$ cat config.mk
export PLATFORM = sky130hd
export DESIGN_NAME = bus_rr_scheduler
export DESIGN_NICKNAME = d
export VERILOG_FILES = /design/src/rtl/bus_rr_scheduler.sv
export SDC_FILE = /design/constraint.sdc
export NUM_CORES = 1
export LEC_CHECK = 0
export CORE_MARGIN = 1.5
export CORE_UTILIZATION = 25
export DETAILED_ROUTE_END_ITERATION = 10
export PLACE_DENSITY_LB_ADDON = 0.15
export SLEW_MARGIN = 20
export SYNTH_ARGS = -nofsm -noshare
export SYNTH_HDL_FRONTEND = slang
export SYNTH_SLANG_ARGS = --single-unit
export TNS_END_PERCENT = 5
$ cat constraint.sdc
create_clock -name clk -period 1.9 [get_ports clk]
set_input_delay 0.38 -clock clk [delete_from_list [all_inputs] [get_ports clk]]
set_output_delay 0.38 -clock clk [all_outputs]
set_load 0.005 [all_outputs]
$ cat src/rtl/bus_rr_scheduler.sv
// Round-robin scheduler for a shared packet bus: pops one driver FIFO head per grant
// and delivers it to the destination driver (unicast or broadcast), counting deliveries and drops.
//
//   state  | meaning
//   -------+------------------------------------------------------------
//   S_IDLE | waiting for any pndng bit; latches the round-robin winner
//   S_POP  | dequeue strobe to the granted driver, capture its head data
//   S_PUSH | enqueue strobe(s) to the destination(s), or count a drop
module bus_rr_scheduler #(
    parameter int         DRVRS     = 4,
    parameter int         PCKG_SZ   = 16,
    parameter logic [7:0] BROADCAST = 8'hFF
) (
    input  logic                       clk,
    input  logic                       reset,
    input  logic [DRVRS-1:0]           pndng,
    input  logic [DRVRS*PCKG_SZ-1:0]   D_pop,
    output logic [DRVRS-1:0]           pop,
    output logic [DRVRS-1:0]           push,
    output logic [PCKG_SZ-1:0]         D_push,
    output logic                       busy,
    output logic [3:0]                 grant_id,
    output logic [15:0]                pkt_cnt,
    output logic [7:0]                 drop_cnt
);

    typedef enum logic [1:0] {
        S_IDLE = 2'd0,
        S_POP  = 2'd1,
        S_PUSH = 2'd2
    } state_t;

    localparam logic [7:0] DRVRS_B = 8'(DRVRS);
    localparam logic [3:0] LAST_RST = 4'(DRVRS - 1);

    state_t               state_q, state_d;
    logic [3:0]           grant_q, grant_d;
    logic [3:0]           last_q, last_d;
    logic [PCKG_SZ-1:0]   data_q, data_d;
    logic [15:0]          pkt_q, pkt_d;
    logic [7:0]           drop_q, drop_d;

    logic [3:0]           winner;
    logic                 found;
    logic [4:0]           cand;
    logic                 pndng_gnt;
    logic [PCKG_SZ-1:0]   head_data;
    logic [7:0]           dest;

    assign dest = data_q[PCKG_SZ-1 -: 8];

    // First pending driver after last_grant, ascending with wrap.
    always_comb begin
        found  = 1'b0;
        winner = '0;
        cand   = '0;
        for (int i = 1; i <= DRVRS; i++) begin
            cand = {1'b0, last_q} + 5'(i);
            if (cand >= 5'(DRVRS))
                cand = cand - 5'(DRVRS);
            for (int j = 0; j < DRVRS; j++) begin
                if (!found && cand == 5'(j) && pndng[j]) begin
                    found  = 1'b1;
                    winner = 4'(j);
                end
            end
        end
    end

    always_comb begin
        pndng_gnt = 1'b0;
        head_data = '0;
        for (int j = 0; j < DRVRS; j++) begin
            if (grant_q == 4'(j)) begin
                pndng_gnt = pndng[j];
                head_data = D_pop[j*PCKG_SZ +: PCKG_SZ];
            end
        end
    end

    always_comb begin
        state_d = state_q;
        grant_d = grant_q;
        last_d  = last_q;
        data_d  = data_q;
        pkt_d   = pkt_q;
        drop_d  = drop_q;
        pop     = '0;
        push    = '0;
        case (state_q)
            S_IDLE: begin
                if (|pndng) begin
                    grant_d = winner;
                    state_d = S_POP;
                end
            end
            S_POP: begin
                for (int j = 0; j < DRVRS; j++)
                    if (grant_q == 4'(j))
                        pop[j] = pndng[j];
                if (pndng_gnt) begin
                    data_d  = head_data;
                    last_d  = grant_q;
                    state_d = S_PUSH;
                end else begin
                    state_d = S_IDLE;
                end
            end
            S_PUSH: begin
                state_d = S_IDLE;
                if (dest == BROADCAST) begin
                    for (int j = 0; j < DRVRS; j++)
                        push[j] = (grant_q != 4'(j));
                    pkt_d = pkt_q + 16'd1;
                end else if (dest < DRVRS_B && dest != {4'b0000, grant_q}) begin
                    for (int j = 0; j < DRVRS; j++)
                        push[j] = (dest == 8'(j));
                    pkt_d = pkt_q + 16'd1;
                end else if (drop_q != 8'hFF) begin
                    drop_d = drop_q + 8'd1;
                end
            end
            default: state_d = S_IDLE;
        endcase
    end

    always_ff @(posedge clk or negedge reset) begin
        if (!reset) begin
            state_q <= S_IDLE;
            grant_q <= '0;
            last_q  <= LAST_RST;
            data_q  <= '0;
            pkt_q   <= '0;
            drop_q  <= '0;
        end else begin
            state_q <= state_d;
            grant_q <= grant_d;
            last_q  <= last_d;
            data_q  <= data_d;
            pkt_q   <= pkt_d;
            drop_q  <= drop_d;
        end
    end

    // The captured packet doubles as the bus value, so it holds between transfers.
    assign D_push   = data_q;
    assign busy     = (state_q != S_IDLE);
    assign grant_id = grant_q;
    assign pkt_cnt  = pkt_q;
    assign drop_cnt = drop_q;

endmodule

== Word level (Yosys, flattened, before mapping) ==
Cells that the tools add are included.

* Register bits: 50
* Output and inout port bits: 53
* Word-level logic and storage cells: 166

* Add/sub/neg operators: 10
* $lt $le $gt $ge: 5
* Eq/ne operators: 27
* Mux-type cells: 54
* Bitwise operators: 2
* Reductions and logical operators: 62

{| class="wikitable"
|+ Operators by type and width
! operator !! number
|-
| 16-bit two-way mux || 6
|-
| 4-bit two-way mux || 18
|-
| 5-bit by 2-bit equality test with 1-bit output, second input constant || 8
|-
| 1-bit logical AND || 32
|-
| 1-bit two-way mux || 23
|-
| 5-bit by 1-bit equality test with 1-bit output, second input constant || 4
|-
| 5-bit by 3-bit >= comparator with 1-bit output, second input constant || 4
|-
| 5-bit zero test || 4
|-
| 5-bit two-way mux || 4
|-
| 5-bit by 3-bit subtractor with 5-bit output, second input constant || 4
|-
| 16-bit by 1-bit adder with 16-bit output, second input constant || 1
|-
| 8-bit by 2-bit equality test with 1-bit output, second input constant || 2
|-
| 1-bit zero test || 15
|-
| 4-bit by 2-bit adder with 5-bit output, second input constant || 2
|-
| 8-bit by 1-bit adder with 8-bit output, second input constant || 1
|-
| 4-bit by 2-bit equality test with 1-bit output, second input constant || 2
|-
| 8-bit by 1-bit equality test with 1-bit output, second input constant || 1
|-
| 8-bit equality test, second input constant || 1
|-
| 8-bit zero test || 1
|-
| 8-bit by 3-bit < comparator with 1-bit output, second input constant || 1
|-
| 4-bit by 2-bit != test with 1-bit output, second input constant || 2
|-
| 8-bit by 4-bit != test with 1-bit output || 1
|-
| 8-bit != test, second input constant || 1
|-
| 2-bit AND reduction || 3
|-
| 16 further kinds || 19
|}

== Longest topological paths before layout ==
Gate-level depths: netlist (run 1).

* Depth in word-level cells: 66
* Mapped depth: 6
* Gate-level depth less buffers: 5

== Worst setup path before layout (run 1) ==
No wires, ideal clock.

* Path type: register to output
* Start point: register data_q[10] (netlist: D_push[10])
* End point: output port push[3]
* Arrival: 1868 ps
* Path slack: -348 ps
* Stages on the path, launching flop included: 5
* Cell sequence: dfrtp_1 or4_4 a2111oi_4 o21ai_1 a311oi_1

* Cells in the longest elaborated chain, start to end: 5

{| class="wikitable"
|+ Ends and longest elaborated chain
! item !! RTL line !! text
|-
| from (decl) || 39 || <nowiki>logic [PCKG_SZ-1:0] data_q, data_d;</nowiki>
|-
| from (signal assigned) || 139 || <nowiki>data_q <= data_d;</nowiki>
|-
| 8-bit by 3-bit < comparator with 1-bit output / 8-bit by 4-bit != test with 1-bit output (equally long branches) || 115 || <nowiki>end else if (dest < DRVRS_B && dest != {4'b0000, grant_q}) begin</nowiki>
|-
| 1-bit logical AND || 115 ||
|-
| 4-bit two-way mux || 115 ||
|-
| 4-bit two-way mux * || 111 || <nowiki>if (dest == BROADCAST) begin</nowiki>
|-
| 4-bit two-way mux * || 90 || <nowiki>case (state_q)</nowiki>
|-
| to (decl) || 19 || <nowiki>output logic [DRVRS-1:0] push,</nowiki>
|}

Every way passes the cells marked *; elsewhere a longest branch is shown, timed or not.

== Worst setup path in the final report (run 1) ==
* Start point: register data_q[15] (netlist: D_push[15])
* End point: output port push[3]

Same word-level chain as after synthesis.

==> results of run 1 <==
-- where the power goes --
part / switching [mW] / internal [mW] / leakage [nW] / total (mW)
Clock: 0.316 / 0.294 / 0.0482 / 0.610
Sequential: 0.262 / 1.30 / 0.586 / 1.56
Combinational: 1.14 / 1.85 / 1.26 / 2.99
Total: 1.72 / 3.44 / 1.89 / 5.17
-- synthesized netlist by cell type (all sizes together), types with 2 or more instances --
cell / count
a21oi: 4
and2: 2
and3: 11
and4: 3
buf: 7
clkbuf: 9
dfrtp: 44
dfstp: 2
ha: 2
inv: 6
mux2: 22
mux4: 17
nand2: 14
nand2b: 3
nand3: 4
nand4: 4
nor2: 6
nor2b: 2
nor3: 3
nor4: 3
o2111ai: 11
o211ai: 3
o21ai: 8
xnor2: 17
xor2: 3
-- worst paths after layout --
check / start / endpoint / slack (ps)
setup / recovery: D_push[15]$_DFFE_PN0P_ / push[3] / -600
hold / removal: pkt_cnt[15]$_DFFE_PN0P_ / pkt_cnt[15]$_DFFE_PN0P_ / 480
setup reg to reg: D_push[15]$_DFFE_PN0P_ / drop_cnt[6]$_DFFE_PN0P_ / -100
hold reg to reg: pkt_cnt[15]$_DFFE_PN0P_ / pkt_cnt[15]$_DFFE_PN0P_ / 480
max in group asynchronous: reset / D_push[12]$_DFFE_PN0P_ / 780
min in group asynchronous: reset / pkt_cnt[8]$_DFFE_PN0P_ / 510
-- registers in the layout, summed over array words and instances (netlist names) --
| register | count |
|---|---|
| pkt_cnt | 16 |
| state_q | 2 |
| drop_cnt | 8 |
| last_q | 2 |
| grant_id | 2 |
| D_push | 16 |
-- layout by cell type (no fill, tap or decap), types with 3 or more instances in the layout --
| cell type | n |
|---|---|
| nand2_1 | 13 |
| clkdlybuf4s50_1 | 110 |
| o211ai_1 | 3 |
| nand2b_1 | 3 |
| inv_1 | 4 |
| and4_1 | 3 |
| buf_12 | 4 |
| and3_1 | 11 |
| buf_4 | 35 |
| clkbuf_8 | 6 |
| buf_2 | 4 |
| o2111ai_1 | 11 |
| mux2_4 | 14 |
| nand3_1 | 4 |
| nand4_1 | 4 |
| xnor2_1 | 17 |
| nor4_1 | 3 |
| xor2_1 | 3 |
| nor2_1 | 4 |
| dfrtp_1 | 44 |
| mux4_2 | 17 |
| mux2_2 | 8 |
| nor3_1 | 3 |
| o21ai_0 | 6 |
-- repair_timing --
item,4_1_cts,5_1_grt
buffers inserted,5,0
gates resized for setup,40,22
hold buffers,1,0
hold endpoints to repair,13,0
gates cloned,0,0
pin swaps,3,2
endpoints found under the setup margin,47,48
-- cell families after synthesis --
| logic type | share of synthesized area |
|---|---|
| flip-flops | 0.425 |
| XOR/XNOR | 0.0645 |
| AND/OR/NAND/NOR | 0.126 |
| AO/OA/AOI/OAI | 0.0991 |
| other | 0.00138 |
| buffers and inverters | 0.0387 |
| multiplexers | 0.236 |
| adder cells (fa/ha/maj) | 0.00922 |
-- layout make-up --
type                    instances  area, sq um  area share
flip-flops and latches         46         1150       0.255
clock buffers                   7         86.3      0.0191
inverters                       6         25.0     0.00553
clock inverters                 1         5.00     0.00111
repair buffers                160         1530       0.337
multi-input cells             160         1560       0.345
well taps                     136          170      0.0376
-- per-stage QoR --
step / util / cells / area [sq um]
global placement: 0.411 / 502 / 4280
global route: 0.435 / 516 / 4530
detailed placement: 0.411 / 502 / 4280
finish: 0.435 / 516 / 4530
floorplan: - / 228 / 2730
CTS: 0.428 / 516 / 4460
-- routing by layer --
| metal | track usage | wire length [um] | part of all wire |
|---|---|---|---|
| met5 | 0 | 0 | 0 |
| met3 | 0.0523 | 711 | 0.092 |
| met4 | 0.0390 | 84 | 0.011 |
| met2 | 0.242 | 3770 | 0.49 |
| met1 | 0.177 | 3200 | 0.41 |
-- worst register-to-register path, cell delays in order, from the launching register on --
cell	delay [ps]
dfrtp_1	380
or4_4	550
a2111oi_4	260
buf_4	180
buf_12	150
nor4_1	80
mux2_2	300
==> summary.md, run 1 <==
| Metric | Value |
|---|---|
| Status | finished with violations |
| Fin. Hold Viols | 0 |
| Syn Inst Count | 227 |
| Clk buf depth | 2 |
| Area Growth Syn to Fin | 66.8% |
| Top-level I/O count | 123 |
| Yosys warnings | 0 |
| Slowest CP cell | or4_4 |
| Gr usage total | 0.145 |
| Row count | 37 |
| Core Area | ~10000 sq um |
| Initial core utilization | 0.261 |
| Total Power | 5.17 mW |
| DP Wirelength | ~6000 um |
| Max-slew headroom at the worst pin | 0.610 |
| GR Overflow Total | 0 |
| Setup WS pre-CTS | -624 ps |
| Yosys top cell by area | dfrtp_1 |
| H-tree depth | 2 |
| GPL Wtd Cong | 0.780 |
| Die ar. | 11500 sq um |
| # nets final | 451 |
| Clock transition at path regs | 80 ps |
| Final Skew | around 8.5 ps |
| CP Buf/Inv Count | 2 |
| Share of cells above drive strength 1 | 0.284 |
| Failing checks | negative setup slack |
| Crit path kind | register to output pin |
| Hold path depth | 1 |
| Synth top area share | 0.406 |
| Clk sinks | 46 |
| Die Span Y | 107 um |
| Netlist Area Pre-Place | 2720 sq um |
| Seq/Total Area, Yosys | 0.425 |
| EDFF count, synth | 0 |
| DR vias | 2408 |
| First-pass GRT wire length | 13000 um |
| Critical path endpoint category | output pin |
| CP Depth | 6 |
| Largest net degree at the start of global routing | 26 |
| Number of fillers in the final layout | 1010 |
| Slew at the pin closest to its max-slew limit | approximately 580 ps |
| Syn_area_per_cell | 12.0 sq um |
| Maxcap violations | 0 |
| Static leakage | 1.89 nW |
| Max Freq | 0.400 GHz |
| Initial antenna violation count | 0 |
| DRT Wirelength | around 7800 um |
| Number of DRC markers in iteration 0 | 65 |
| Post-route minimum period | 2500 ps |
| Setup_tns | -2910 ps |
| DIE WIDTH | 107 um |
| Port bufs | 120 |
| Top post-synthesis cells by area | dfrtp_1 (41%), mux4_2 (14%), mux2_2 (9.1%) |
| Max incr delay on CP | 550 ps |
| Worst r2r path cells | 6 |
| Vias in the first global route | roughly 2600 |
| Routed Antenna Nets | 0 |
| VDD IR-drop max | 0.000512 V |
| Post-route DRC violation count | 0 |
| Num CTS Buffers | 5 |
| CP cell instances | or4_4 > a2111oi_4 > o21ai_2 > buf_4 > a311oi_2 > buf_2 |
| Top FF cell, synth | dfrtp_1 |
| Setup WS post-layout | -599 ps |
| Min-Delay Path Class | register to register |
| Power Density | 1140 nW/um^2 |
| Antenna cell count | 0 |
| CTS tree | built |
| Worst EP required | 1520 ps |
| Crit path max fanout | 4 |
| Tcrit/Tclk final | 1.32 |
| Crit path max-delay family | compound AO/OA/AOI/OAI gates |
| Tightest hold margin | 475 ps |
| Drt pass-1 iters | 4 |
| Yosys reg bits | 46 |
| CP startpoint kind | register |
| WL per Instance | between 15 and 20 um |
| Unrepaired setup endpoints after global routing | yes |
| Yosys cell types | 45 |
| Final setup vio count | 19 |
| Root buf cell | clkbuf_8 |
| Vias per inst | 4.67 |
| Max-slew violations | 0 |
| CP arrival | 2120 ps |
| Clk Latency, worst-skew pair | 300 ps |
| Synth async-reset ratio | 1.00 |
Power figures use the tool's default switching activity.
==> inputs of run 2 (changes only) <==
--- a/config.mk
+++ b/config.mk
@@ -5,7 +5,7 @@
 export SDC_FILE = /design/constraint.sdc
 export NUM_CORES = 1
 export LEC_CHECK = 0
-export CORE_MARGIN = 1.5
+export CORE_MARGIN = 2
 export CORE_UTILIZATION = 25
 export DETAILED_ROUTE_END_ITERATION = 10
 export PLACE_DENSITY_LB_ADDON = 0.15
==> constraint.sdc (replaced) <==
create_clock -name clk -period 3.12 [get_ports clk]
set_input_delay 0.624 -clock clk [delete_from_list [all_inputs] [get_ports clk]]
set_output_delay 0.624 -clock clk [all_outputs]
set_load 0.005 [all_outputs]
==> run 2 against run 1 <==
Effect of this change: critical path depth fell by 1; sequential power fell by 36%; via count fell by 2.8%; the run now ends clean; first-iteration DRC count rose by 12%; highest routed layer unchanged; power fell by 44%; critical path type unchanged.
==> summary.md, run 2 (synthesized netlist as in run 1, its figures left out) <==
| Metric | Value |
|---|---|
| Slew at the pin closest to its max-slew limit | 581 ps (+0.215 ps) |
| Root buf cell | clkbuf_8 |
| Worst r2r path cells | 5 (-1) |
| Area Growth Syn to Fin | 54.2% |
| RR Startpoint | grant_id[1]$_DFFE_PN0P_ |
| Setup_tns | 0 ps (+2910 ps) |
| Setup WS post-layout | 192 ps (+792 ps) |
| Final Cell Area | 4190 sq um (-7.5%) |
| H-tree depth | 2 (unchanged) |
| Number of DRC markers in iteration 0 | 73 (+12%) |
| Most frequent cells in the layout | clkdlybuf4s50_1 (116), dfrtp_1 (44), mux2_2 (22) |
| Post-route minimum period | around 2900 ps |
| Num CTS Buffers | 5 (unchanged) |
| Clk buf depth | 2 (unchanged) |
| DP Wirelength | 5800 um (-4.3%) |
| Reg-to-reg endpoint | D_push[3]$_DFFE_PN0P_ |
| CP arrival | 2300 ps (+180 ps) |
| Routed Antenna Nets | 0 (unchanged) |
| Port bufs | 120 (unchanged) |
| Maxcap violations | 0 (unchanged) |
| Row count | 38 (+2.7%) |
| Tcrit/Tclk final | 0.938 |
| Commonest non-fill, non-tap cell in the layout | clkdlybuf4s50_1 |
| CP endpoint | push[0] |
| Share of cells above drive strength 1 | 0.175 (-0.109) |
| VDD IR-drop max | 0.000438 V (-14%) |
| # nets final | 419 (-7.1%) |
| Final Skew | 8.63 ps (+0.170 ps) |
| Critical path endpoint category | output pin |
| Fin. Hold Viols | 0 (unchanged) |
| CTS tree | built |
| CP startpoint kind | register |
| Final setup vio count | 0 (-19) |
| DRT Wirelength | 7580 um (-2.4%) |
| Top-level I/O count | 123 (unchanged) |
| DIE WIDTH | 108 um (+0.93%) |
| Clk sinks | 46 (unchanged) |
| Initial antenna violation count | 0 (unchanged) |
| Area post-placement | 4070 sq um (-5.0%) |
| Post-CTS Setup Bufs | 0 (-5) |
| Gr usage total | 0.137 (-0.00818) |
| Min-Delay Path Class | input pin to asynchronous set/reset pin |
| Max-slew headroom at the worst pin | 0.612 (+0.00246) |
| DR vias | 2341 (-2.8%) |
| Static leakage | 1.67 nW (-12%) |
| Crit path max fanout | 4 (unchanged) |
| Antenna cell count | 0 (unchanged) |
| Crit path kind | register to output pin |
| Max-slew violations | 0 (unchanged) |
| Power Density | 687 nW/um^2 (-40%) |
| Drt pass-1 iters | 4 (unchanged) |
| Clk Latency, worst-skew pair | 300 ps (about the same) |
| Reg2reg setup slack | 1000 ps (+1100 ps) |
| Core Area | 10700 sq um (+2.7%) |
| GPL Wtd Cong | 0.830 (+6.4%) |
| WL per Instance | 15.5 um (+3.2%) |
| Clock transition at path regs | 90 ps (about the same) |
| Vias in the first global route | 2499 (-3.0%) |
| Die ar. | 11700 sq um (+1.9%) |
| CP startpoint | D_push[13]$_DFFE_PN0P_ |
| Max Freq | 0.342 GHz |
| Initial core utilization | 0.254 (-0.00686) |
| Post-CTS Hold Fix Bufs | 0 (-1) |
| First-pass GRT wire length | 12500 um (-3.5%) |
| Largest net degree at the start of global routing | 47 (+81%) |
| Worst EP required | 2500 ps (+980 ps) |
| Vias per inst | 4.80 (+2.8%) |
| Die Span Y | 108 um (+0.93%) |
| Status | complete, no violations |
| Setup WS pre-CTS | 186 ps (+810 ps) |
| Unrepaired setup endpoints after global routing | no |
| GR Overflow Total | 0 (unchanged) |
| Post-route DRC violation count | 0 (unchanged) |
-- run 2: routing by layer --
metal / GRT usage / vias to the layer above / routed length (um)
met5: 0 / - / 0
met4: 0.0403 / 0 / 121
met3: 0.0579 / 10 / 759
met2: 0.235 / 97 / 3650
met1: 0.156 / 1132 / 3050
li1: - / 1102 / -
-- run 2: power breakdown --
| group | internal [mW] | switching, mW | leakage (nW) | total [mW] |
|---|---|---|---|---|
| Sequential | 0.792 | 0.204 | 0.586 | 0.996 |
| Clock | 0.239 | 0.208 | 0.0514 | 0.447 |
| Combinational | 0.863 | 0.572 | 1.03 | 1.43 |
-- run 2: cell type report --
class,count,area (sq um)
Fill cell,1061,6510
Sequential cell,46,1150
Clock buffer,6,72.6
Inverter,6,22.5
Timing Repair Buffer,128,1260
Multi-Input combinational cell,160,1460
Clock inverter,2,37.5
Tap cell,140,175
-- run 2: worst min-delay path by stage --
stage | from | endpoint | depth (start not counted)
floorplan | reset | D_push[0]$_DFFE_PN0P_ | 0
global placement | pkt_cnt[15]$_DFFE_PN0P_ | pkt_cnt[15]$_DFFE_PN0P_ | 1
detailed placement | pkt_cnt[15]$_DFFE_PN0P_ | pkt_cnt[15]$_DFFE_PN0P_ | 1
CTS | pkt_cnt[15]$_DFFE_PN0P_ | pkt_cnt[15]$_DFFE_PN0P_ | 1
global route | reset | pkt_cnt[11]$_DFFE_PN0P_ | 1
finish | reset | pkt_cnt[11]$_DFFE_PN0P_ | 1
-- run 2: worst max-delay path: stages (launching register included) --
cell	delay [ps]
dfrtp_1	420
or4_4	530
a2111oi_4	250
o21ai_2	130
nor2_1	140
clkdlybuf4s50_1	540
-- run 2: repair_timing --
item,CTS,global route
gates resized for setup,2,2
pin swaps,1,0
setup endpoints to repair,4,2
-- run 2: through the flow --
stage,hold WS (ps),instances,util,power [mW]
after floorplan,328,228,-,1.78
after global placement,472,480,0.380,2.45
after detailed placement,473,480,0.380,2.46
after CTS,492,488,0.391,2.93
after global routing,365,488,0.391,3.11
final,304,488,0.391,2.88
==> inputs of run 3 (changes only) <==
--- a/config.mk
+++ b/config.mk
@@ -7,6 +7,7 @@
 export LEC_CHECK = 0
 export CORE_MARGIN = 2
 export CORE_UTILIZATION = 25
+export CTS_CLUSTER_DIAMETER = 120
 export DETAILED_ROUTE_END_ITERATION = 10
 export PLACE_DENSITY_LB_ADDON = 0.15
 export SLEW_MARGIN = 20
==> results of run 3 <==
No change in the layout: final DEF, timing and power equal those of run 2.
